File: config.mk
export PLATFORM = sky130hd
export DESIGN_NAME = hack_cpu_ctrl
export DESIGN_NICKNAME = d
export VERILOG_FILES = /design/src/rtl/hack_pkg.sv /design/src/rtl/hack_jump_cond.sv /design/src/rtl/hack_cpu_ctrl.sv
export SDC_FILE = /design/constraint.sdc
export NUM_CORES = 1
export LEC_CHECK = 0
export CAP_MARGIN = 10
export CORE_MARGIN = 4
export CORE_UTILIZATION = 33
export DETAILED_ROUTE_END_ITERATION = 10
export GPL_TIMING_DRIVEN = 0
export HOLD_SLACK_MARGIN = 0.06
export PLACE_DENSITY = 0.64
export SETUP_SLACK_MARGIN = 0.3
export SLEW_MARGIN = 20
export SYNTH_ARGS = -nofsm -noshare
export SYNTH_HDL_FRONTEND = slang
export SYNTH_SLANG_ARGS = --single-unit
File: constraint.sdc
create_clock -name clk -period 1.6 [get_ports clk]
set_input_delay 0.32 -clock clk [delete_from_list [all_inputs] [get_ports clk]]
set_output_delay 0.32 -clock clk [all_outputs]
set_load 0.01 [all_outputs]
File: src/rtl/hack_pkg.sv
// Shared definitions for the Hack CPU controller: FSM states, IR field
// positions, destination/jump encodings and the instruction decode helper.
package hack_pkg;

  typedef enum logic [2:0] {
    FETCH  = 3'd0,
    DECODE = 3'd1,
    READ   = 3'd2,
    EXEC   = 3'd3,
    WRITE  = 3'd4
  } state_e;

  // Instruction field positions (16-bit Hack word)
  localparam int unsigned CI_BIT  = 15;
  localparam int unsigned A_BIT   = 12;
  localparam int unsigned CTRL_HI = 11;
  localparam int unsigned CTRL_LO = 6;
  localparam int unsigned DEST_HI = 5;
  localparam int unsigned DEST_LO = 3;
  localparam int unsigned JUMP_HI = 2;
  localparam int unsigned JUMP_LO = 0;

  // Destination bit positions within the DEST field
  localparam int unsigned DST_A = 2;
  localparam int unsigned DST_D = 1;
  localparam int unsigned DST_M = 0;

  // Jump encodings
  localparam logic [2:0] JNULL = 3'b000;
  localparam logic [2:0] JGT   = 3'b001;
  localparam logic [2:0] JEQ   = 3'b010;
  localparam logic [2:0] JGE   = 3'b011;
  localparam logic [2:0] JLT   = 3'b100;
  localparam logic [2:0] JNE   = 3'b101;
  localparam logic [2:0] JLE   = 3'b110;
  localparam logic [2:0] JMP   = 3'b111;

  // Decoded instruction register; bits 14:13 of a C-instruction carry no meaning
  typedef struct packed {
    logic       c;
    logic       a;
    logic [5:0] ctrl;
    logic [2:0] dest;
    logic [2:0] jump;
  } ir_t;

  function automatic ir_t decode_ir(input logic [15:0] w);
    ir_t r;
    r.c    = w[CI_BIT];
    r.a    = w[A_BIT];
    r.ctrl = w[CTRL_HI:CTRL_LO];
    r.dest = w[DEST_HI:DEST_LO];
    r.jump = w[JUMP_HI:JUMP_LO];
    return r;
  endfunction

endpackage

File: src/rtl/hack_jump_cond.sv
// Resolves a Hack jump field against the ALU zero/negative flags.
module hack_jump_cond
  import hack_pkg::*;
(
  input  logic [2:0] jump,
  input  logic       zr,
  input  logic       ng,
  output logic       take
);

  // Less-than, equal and greater-than are mutually exclusive; each jump bit enables one
  always_comb begin
    take = (jump[2] & ng) | (jump[1] & zr) | (jump[0] & ~ng & ~zr);
  end

endmodule

File: src/rtl/hack_cpu_ctrl.sv
// Multi-cycle Hack CPU control/datapath: owns A, D, PC, drives the external
// ALU, fetches from a synchronous ROM and accesses data memory via req/ack.
module hack_cpu_ctrl
  import hack_pkg::*;
#(
  parameter int unsigned        ADDR_W   = 15,
  parameter int unsigned        DATA_W   = 16,
  parameter logic [ADDR_W-1:0]  RESET_PC = '0
) (
  input  logic              clk,
  input  logic              rst_n,
  output logic [ADDR_W-1:0] pc,
  input  logic [DATA_W-1:0] instr,
  output logic [DATA_W-1:0] alu_x,
  output logic [DATA_W-1:0] alu_y,
  output logic              za,
  output logic              na,
  output logic              zb,
  output logic              nb,
  output logic              f,
  output logic              no,
  input  logic [DATA_W-1:0] alu_out,
  input  logic              zr,
  input  logic              ng,
  output logic              mem_req,
  output logic              mem_we,
  output logic [ADDR_W-1:0] mem_addr,
  output logic [DATA_W-1:0] mem_wdata,
  input  logic [DATA_W-1:0] mem_rdata,
  input  logic              mem_ack,
  output logic              retire
);

  state_e            state_q;
  logic [ADDR_W-1:0] pc_q;
  logic [DATA_W-1:0] a_q;
  logic [DATA_W-1:0] d_q;
  ir_t               ir_q;
  logic [DATA_W-1:0] mdr_q;
  logic [ADDR_W-1:0] addr_q;
  logic [DATA_W-1:0] res_q;
  logic              mem_req_q;
  logic              mem_we_q;
  logic              retire_q;

  logic [ADDR_W-1:0] pc_inc;
  logic              take;
  ir_t               dec;

  hack_jump_cond u_jump (
    .jump (ir_q.jump),
    .zr   (zr),
    .ng   (ng),
    .take (take)
  );

  // Next sequential PC (wraps at 2^ADDR_W) and decode of the incoming ROM word
  always_comb begin
    pc_inc = pc_q + 1'b1;
    dec    = decode_ir(instr);
  end

  // Main FSM: all architectural registers and handshake outputs update here
  always_ff @(posedge clk or negedge rst_n) begin
    if (!rst_n) begin
      state_q   <= FETCH;
      pc_q      <= RESET_PC;
      a_q       <= '0;
      d_q       <= '0;
      ir_q      <= '0;
      mdr_q     <= '0;
      addr_q    <= '0;
      res_q     <= '0;
      mem_req_q <= 1'b0;
      mem_we_q  <= 1'b0;
      retire_q  <= 1'b0;
    end else begin
      retire_q <= 1'b0;
      unique case (state_q)
        FETCH: state_q <= DECODE;
        DECODE: begin
          ir_q <= dec;
          if (!dec.c) begin
            a_q      <= instr;
            pc_q     <= pc_inc;
            retire_q <= 1'b1;
            state_q  <= FETCH;
          end else begin
            // Latch the M address now so a same-instruction A update cannot move it
            addr_q <= a_q[ADDR_W-1:0];
            if (dec.a) begin
              mem_req_q <= 1'b1;
              mem_we_q  <= 1'b0;
              state_q   <= READ;
            end else begin
              state_q <= EXEC;
            end
          end
        end
        READ: begin
          if (mem_ack) begin
            mdr_q     <= mem_rdata;
            mem_req_q <= 1'b0;
            state_q   <= EXEC;
          end
        end
        EXEC: begin
          res_q <= alu_out;
          if (ir_q.dest[DST_A]) a_q <= alu_out;
          if (ir_q.dest[DST_D]) d_q <= alu_out;
          // a_q here is still the pre-instruction value on this edge
          pc_q <= take ? a_q[ADDR_W-1:0] : pc_inc;
          if (ir_q.dest[DST_M]) begin
            mem_req_q <= 1'b1;
            mem_we_q  <= 1'b1;
            state_q   <= WRITE;
          end else begin
            retire_q <= 1'b1;
            state_q  <= FETCH;
          end
        end
        WRITE: begin
          if (mem_ack) begin
            mem_req_q <= 1'b0;
            mem_we_q  <= 1'b0;
            retire_q  <= 1'b1;
            state_q   <= FETCH;
          end
        end
        default: state_q <= FETCH;
      endcase
    end
  end

  // Output mapping from registered state
  always_comb begin
    pc        = pc_q;
    alu_x     = d_q;
    alu_y     = ir_q.a ? mdr_q : a_q;
    {za, na, zb, nb, f, no} = ir_q.c ? ir_q.ctrl : 6'b0;
    mem_req   = mem_req_q;
    mem_we    = mem_we_q;
    mem_addr  = addr_q;
    mem_wdata = res_q;
    retire    = retire_q;
  end

endmodule

Word level (Yosys, flattened, before mapping):

Index checks and enable logic that the tools add are counted.

* $add $sub $neg: 1
* $mul: 0
* div/mod/pow operators: 0
* order comparisons: 0
* equality and inequality tests: 12
* shifts and indexed selects: 0
* multiplexer cells: 26
* bitwise operators: 8
* reduce and logical (&&, ||, !) cells: 13

Operator list (number)
* two-way mux 16 bit: 3
* one-hot mux 16 bit (2 select lines): 1
* two-way mux 15 bit: 2
* one-hot mux 15 bit (2 select lines): 1
* adder 15 x 1 -> 15 bit, second input constant: 1
* one-hot mux 3 bit (5 select lines): 1
* inequality test 2 bit, second input constant: 7
* two-way mux 1 bit: 10
* AND reduction 2 bit: 5
* AND reduction 5 bit: 2
* two-way mux 3 bit: 3
* one-hot mux 1 bit (3 select lines): 3
* == test 3 x 2 -> 1 bit, second input constant: 2
* two-way mux 6 bit: 1
* nonzero test 3 bit: 2
* bitwise AND 1 bit: 4
* == test 3 x 1 -> 1 bit, second input constant: 1
* == test 3 bit, second input constant: 1
* zero test 3 bit: 1
* AND reduction 3 bit: 1
* two-way mux 2 bit: 1
* inequality test 2 x 1 -> 1 bit, second input constant: 1
* inverter 1 bit: 2
* bitwise OR 1 bit: 2
* other kinds (2): 2

* bits in registers: 114
* latch bits: 0
* bits in writable memories: 0
* bits in read-only memories: 0
* bits of input ports: 53
* memories kept: 0

Logic depth before layout (Yosys ltp):

Gate-level depths: netlist of run 1.

* depth after elaboration: 6
* depth in mapped cells: 8
* gate-level depth less buffers: 5

Modules after synthesis:

From an unflattened synthesis of run 1, not the netlist that was laid out.

* cell total of the unflattened synthesis: 405
* area total of the unflattened synthesis: 5133.7 um^2

Modules (own cells, without submodules)
* hack_cpu_ctrl: times used 1, cells an instance 403, area an instance 5116.2 um^2, seq. area each 2852.7 um^2
* hack_jump_cond: times used 1, cells an instance 2, area an instance 17.5 um^2, seq. area each 0.0 um^2

Worst setup path before layout of run 1:

No wires, ideal clock.

* path type: flip-flop to flip-flop
* from: register pc_q[0], in the netlist pc[0]
* to: register pc_q[14], in the netlist pc[14]
* setup time: 123 ps
* arrival: 1590 ps
* data required time: 1477 ps
* setup slack: -112 ps
* stages on the path, launching flop included: 7
* buffers on the path: 1
* period minus slack after synthesis: 1712 ps
* cell sequence: dfrtp_1 ha_1 and3_1 buf_2 nand4_1 or4b_1 o221a_2

* word-level cells in the longest chain between the ends: 3

Ends and longest elaborated chain
* start: declaration: line hack_cpu_ctrl.sv:35 `logic [ADDR_W-1:0] pc_q;`
* start signal: assignment: line hack_cpu_ctrl.sv:85 `pc_q <= pc_inc;`
* start signal: assignment: line hack_cpu_ctrl.sv:112 `pc_q <= take ? a_q[ADDR_W-1:0] : pc_inc;`
* adder 15 x 1 -> 15 bit (*): line hack_cpu_ctrl.sv:59 `pc_inc = pc_q + 1'b1;`
* two-way mux 15 bit (on tied branches): line hack_cpu_ctrl.sv:112, hack_cpu_ctrl.sv:83
* one-hot mux 15 bit (2 select lines) (*): line hack_cpu_ctrl.sv:79 `unique case (state_q)`

Every way passes the cells marked *; elsewhere a longest branch is shown, timed or not. The select of a mux whose other input is x is not followed.
A chain may end at the register's enable or synchronous reset.

Worst setup path after layout of run 1:

* from: register ir_q[12] (netlist name)
* to: output alu_y[12]

* word-level cells in the longest chain between the ends: 1

Ends and longest elaborated chain
* start: declaration: line hack_cpu_ctrl.sv:38 `ir_t ir_q;`
* start signal: assignment: line hack_cpu_ctrl.sv:70 `ir_q <= '0;`
* start signal: assignment: line hack_cpu_ctrl.sv:82 `ir_q <= dec;`
* two-way mux 16 bit: line hack_cpu_ctrl.sv:139 `alu_y = ir_q.a ? mdr_q : a_q;`
* end: declaration: line hack_cpu_ctrl.sv:15 `output logic [DATA_W-1:0] alu_y,`

No other way between the ends.

==> results of run 1 <==
-- worst register-to-register path, delay by kind of cell (launching register included) --
kind / cells / cell delay (ns)
compound gates: 1 / 0.14
flops: 1 / 0.39
simple gates: 3 / 0.86
fa+ha+maj: 1 / 0.23
buf+inv: 1 / 0.10
-- report_power, final --
part / total, mW / switching [mW] / leakage [nW] / internal, mW
logic: 12.3 / 4.77 / 2.70 / 7.58
registers: 5.64 / 1.27 / 1.36 / 4.37
clock network: 3.91 / 1.37 / 0.298 / 2.53
-- per-stage QoR --
step | TNS (ns) | hold WS [ns] | setup slack (ns)
finish | -4.392 | 0.4287 | -0.2351
global route | -7.802 | 0.4635 | -0.2684
CTS | -4.212 | 0.4440 | -0.2360
detailed placement | -31.85 | 0.3130 | -0.7788
global placement | -510.97 | 0.4845 | -4.217
floorplan | -1.819 | 0.02441 | -0.09810
-- flip-flops by register name (all words and copies together), names as in the netlist --
name,cells
pc,15
ir_q,14
a_q,16
mem_addr,15
mem_we,1
mem_wdata,16
mem_req,1
alu_x,16
state_q,3
retire,1
mdr_q,16
-- worst min path at each step --
stage	start	end	cells past startpoint
after floorplan	rst_n	a_q[0]	0
after global placement	ir_q[11]	ir_q[11]	1
after detailed placement	rst_n	mdr_q[13]	1
after CTS	rst_n	mdr_q[13]	2
after global routing	rst_n	mem_addr[13]	2
final	rst_n	mdr_q[12]	2
-- per-layer routing --
layer | routed length (um) | up-vias | global-route usage
li1 | - | 2004 | -
met1 | 7539 | 2247 | 0.2625
met2 | 8981 | 148 | 0.3284
met3 | 1156 | 28 | 0.05400
met4 | 396 | 0 | 0.07543
met5 | 0 | - | 0
-- layout make-up --
class                      count  area, um^2
clock buffer                  24       511.7
buffer                        26       350.3
fill                        1181        5921
sequential                   114        2860
multi-input combinational    260        2828
tap                          211       264.0
inverter                       6       22.52
timing repair buffer         246        2459
clock inverter                 8       98.84
-- synth_stat cells (4+ instances only) --
library cell / n / area [um^2]
buf_2: 11 / 55.05
inv_1: 6 / 22.52
a21oi_1: 15 / 75.07
clkbuf_1: 5 / 18.77
and3_1: 4 / 25.02
nand3_1: 8 / 40.04
buf_6: 5 / 56.30
dfrtp_1: 114 / 2853
xor2_1: 4 / 35.03
nor2_1: 12 / 45.04
nand2_1: 27 / 101.4
mux2i_1: 24 / 240.2
mux2_2: 90 / 1013
a2bb2oi_1: 7 / 61.31
nand4_1: 12 / 75.07
and2_1: 7 / 43.79
buf_4: 5 / 37.54
o21ai_0: 18 / 90.09
-- cell families (layout without fill, tap and decap cells) --
logic type | count (synthesis) | in the layout | share of synthesized area
compound gates | 53 | 53 | 0.06691
simple gates | 87 | 87 | 0.09579
fa+ha+maj | 1 | 1 | 0.002406
flops | 114 | 114 | 0.5487
xor+xnor | 5 | 5 | 0.008423
mux | 114 | 114 | 0.2412
buf+inv | 32 | 310 | 0.03658
-- timing repair --
action,CTS,global route
hold buffers,1,0
gates cloned,14,0
endpoints found under the setup margin,198,157
setup buffers,72,19
gates resized for setup,513,69
pin swaps,21,13
hold endpoints to repair,53,0
==> results.cfg, run 1 <==
[status]
status = finished, violations left
violations = negative setup slack

[worst_setup_path]
cp-start-kind = register
critPathMostFrequentCell = buf_8
critPathKind = reg2out
crit_chain = buf_8, buf_8, mux2_4, buf_6
cp_top_family = flip-flops
cpMaxStageDelayCell = dfrtp_1
cp-end-kind = output pin
critPathRequiredTime_ns = 1.28
critPathLaunch = ir_q[12]
crit_buf_inv = 3
r2r_slack_ns = -0.23
worst_path_largest_cell_delay_ns = 0.39
r2r-end = pc[14]
cp.depth = 4
worst-r2r-cell-count = 6
arrival_ns = 1.52
r2r_start = pc[1]
worstPathMaxFanout = 5
critPathCapture = alu_y[12]

[sta]
slew_headroom = 0.6402
fmax_mhz = 544.9
worst_pin_slew_ns = 0.5398
skew_ns = 0.005590
finalSetupViolCount = 49
final-hold-violation-count = 0
rsz0062_at_grt = yes
period_share = 1.147
setup_slack_ns = -0.2351
drv_slew = 0
min_period_ns = 1.835

[synth]
synth_edf_count = 0
syn_area_um2 = 5199
yosysSeqAreaShare = 0.5487
ys.flop_type = dfrtp_1
ys.warnings.count = 0
async_flop_share = 1.000
syn_inst = 406
ys_ff_latch = 114
synth.avg_cell_area_um2 = 12.80
syn_nets = 460
netlist-cell-type-count = 45

[floorplanning]
die_w_um = 133.5
die_area_um2 = 17830
rows = 45
start_util = 0.3395
core_area_um2 = 15310
die_y_um = 133.5
io_pins = 140

[cts]
clk_path_buf_depth = 2
cts.sinks = 114
cts-root-buf = clkbuf_16
cts_tree = done
h-tree-depth = 4
cts.clk_slew.worst_paths_ns = 0.05
insertion_delay_ns = 0.42
cts_buffers = 17

[final_layout]
n_antenna_cell = 0
fin_nets = 725
syn_to_final_growth_pct = 80.70
final_common_cell = dfrtp_1
drive_gt1_frac = 0.6096
fin_util = 0.6134
final_cell_mix = dfrtp_1, buf_6, mux2_4
final_area_um2 = 9394
fin_cells = 895

[routing]
vias_per_cell = 4.946
totalWireLength_um = 18070
ant_nets = 0
vias = 4427
first_pass_iters = 4
first_iter_violations = 274
drc_errors = 0
post_drt_wl_per_cell_um = 20.19

[power_and_ir_drop]
power_mw = 21.89
peakVddDrop_uv = 1131
power.density_nw_per_um2 = 2331
leakagePower_nw = 4.361

[place]
gp_congestion = 0.8646
dpl_cell_area_um2 = 7261
dp_hpwl_um = 11160
portBuffers = 139
placedCellCount = 757

[grt]
grt.total_usage = 0.2030
grt_max_degree = 62
antenna_found_initial = 0
grt_pass1_vias = 4770
grt_pass1_wl_um = 27610
overflow = 0

[run]
drv_cap = 0

[hold_path]
min_path_type = in2async
No activity file was read; power rests on OpenSTA's default activity.
==> run 2, diff against run 1 <==
- CTS_CLUSTER_SIZE: not set -> 30
==> results of run 2 <==
Final layout, timing and power as in run 1 (identical DEF).
==> run 3, diff against run 2 <==
- GPL_ROUTABILITY_DRIVEN: not set -> 0
- TNS_END_PERCENT: not set -> 50
==> run 3 against run 2 <==
The flow still finishes with violations (negative setup slack); hold slack got worse by 0.070 ns; cell count decreased by 3.6%; flip-flop and latch count unchanged; wire length decreased by 3.1%; register-to-register slack improved by 0.14 ns; critical path type unchanged; utilization decreased by 2.9 points.
==> results.cfg, run 3 (same netlist as run 1, synthesis figures left out) <==
[cts]
cts.sinks = 114
insertion_delay_ns = 0.42
cts-root-buf = clkbuf_16
cts_tree = done
cts.clk_slew.worst_paths_ns = 0.05
clk_path_buf_depth = 2
h-tree-depth = 4
cts_buffers = 17

[sta]
slew_headroom = 0.6535
period_share = 1.143
final-hold-violation-count = 0
fmax_mhz = 546.7
setup_slack_ns = -0.2292
rsz0062_at_grt = yes
finalSetupViolCount = 64
finalSetupTns_ns = -5.590
skew_ns = 0.006380
min_period_ns = 1.829
worst_pin_slew_ns = 0.5198
drv_slew = 0

[power_and_ir_drop]
leakagePower_nw = 4.190
combPwrFrac = 0.539
internal_power_mw = 13.87
p_sw_frac = 0.3379
p_sw_mw = 7.081
power.density_nw_per_um2 = 2341
peakVddDrop_uv = 1059
seqPwrFrac = 0.267
p_clk_frac = 0.194

[routing]
vias_per_cell = 4.934
first_pass_iters = 4
ant_nets = 0
totalWireLength_um = 17510
first_iter_violations = 296
vias = 4258
post_drt_wl_per_cell_um = 20.29
drc_errors = 0

[hold_path]
min_path_cells = 2
min_path_type = in2reg

[status]
violations = negative setup slack
status = finished, violations left

[final_layout]
drive_gt1_frac = 0.5798
fin_nets = 693
syn_to_final_growth_pct = 72.15
n_antenna_cell = 0
final_cell_mix = dfrtp_1, mux2_4, buf_6
final_common_cell = dfrtp_1

[grt]
grt.total_usage = 0.1917
overflow = 0
grt_pass1_wl_um = 26430
grt_max_degree = 64
antenna_found_initial = 0
grt_pass1_vias = 4674

[place]
pre_cts_ws_ns = -0.7673
portBuffers = 139
dp_hpwl_um = 10990

[floorplanning]
core_area_um2 = 15310
io_pins = 140
start_util = 0.3395
die_y_um = 133.5
rows = 45
die_w_um = 133.5
die_area_um2 = 17830

[worst_setup_path]
arrival_ns = 1.51
cp-end-kind = output pin
worst-r2r-cell-count = 6
cp-start-kind = register
critPathRequiredTime_ns = 1.28
worstPathMaxFanout = 7
critPathKind = reg2out

[run]
drv_cap = 0
-- run 3: final timing paths --
check | end | slack [ns] | start
max in group asynchronous | ir_q[9] | 0.48 | rst_n
worst max-delay path | alu_y[5] | -0.23 | ir_q[12]
worst max register to register | pc[14] | -0.09 | state_q[1]
worst min-delay path | ir_q[13] | 0.36 | instr[15]
worst min register to register | mem_addr[0] | 0.51 | mem_addr[0]
min in group asynchronous | retire | 0.41 | rst_n
-- run 3: through the flow --
stage               total power, mW  cells    util  area [um^2]  hold slack (ns)
finish                        20.95    863  0.5844         8950           0.3589
global route                  22.01    863  0.5844         8950           0.3643
CTS                           19.49    848  0.5458         8358           0.4382
detailed placement            13.87    757  0.4671         7153           0.3029
global placement              13.66    756  0.4652         7124           0.4829
floorplan                     10.05    406       -         5469          0.02441
-- run 3: repair_timing --
action | in CTS | in global routing
endpoints found under the hold margin | 51 | 0
setup buffers | 51 | 10
pin swaps | 19 | 16
cloned | 7 | 5
endpoints found under the setup margin | 198 | 164
hold buffers | 1 | 0
resized for setup | 472 | 105
-- run 3: area by class of cell --
| type | count | area, um^2 |
|---|---|---|
| fillers | 1206 | 6365 |
| flip-flops and latches | 114 | 2856 |
| multi-input cells | 260 | 2765 |
| repair buffers | 214 | 2062 |
| clock buffers | 22 | 474.2 |
| plain buffers | 26 | 350.3 |
| well taps | 211 | 264.0 |
| clock inverters | 10 | 155.1 |
| inverters | 6 | 22.52 |
-- run 3: metal layers --
metal | vias up | track usage | wire [um]
li1 | 1934 | - | -
met3 | 24 | 0.06533 | 1057
met4 | 0 | 0.06171 | 301
met1 | 2170 | 0.2319 | 7193
met5 | - | 0 | 0
met2 | 130 | 0.3225 | 8959
-- run 3: power by group through the flow --
| stage | combinational (mW) | sequential, mW | clock (mW) |
|---|---|---|---|
| after floorplan | 4.47 | 5.58 | 0 |
| after global placement | 8.18 | 5.48 | 0 |
| after detailed placement | 8.32 | 5.54 | 0 |
| after CTS | 9.92 | 5.45 | 4.12 |
| after global routing | 11.9 | 5.78 | 4.28 |
| final | 11.3 | 5.60 | 4.06 |
-- run 3: worst max-delay path: stages (launching register included) --
cell and delay (ns):
dfrtp_1 0.39, buf_8 0.15, buf_12 0.13, mux2_4 0.30, buf_6 0.12
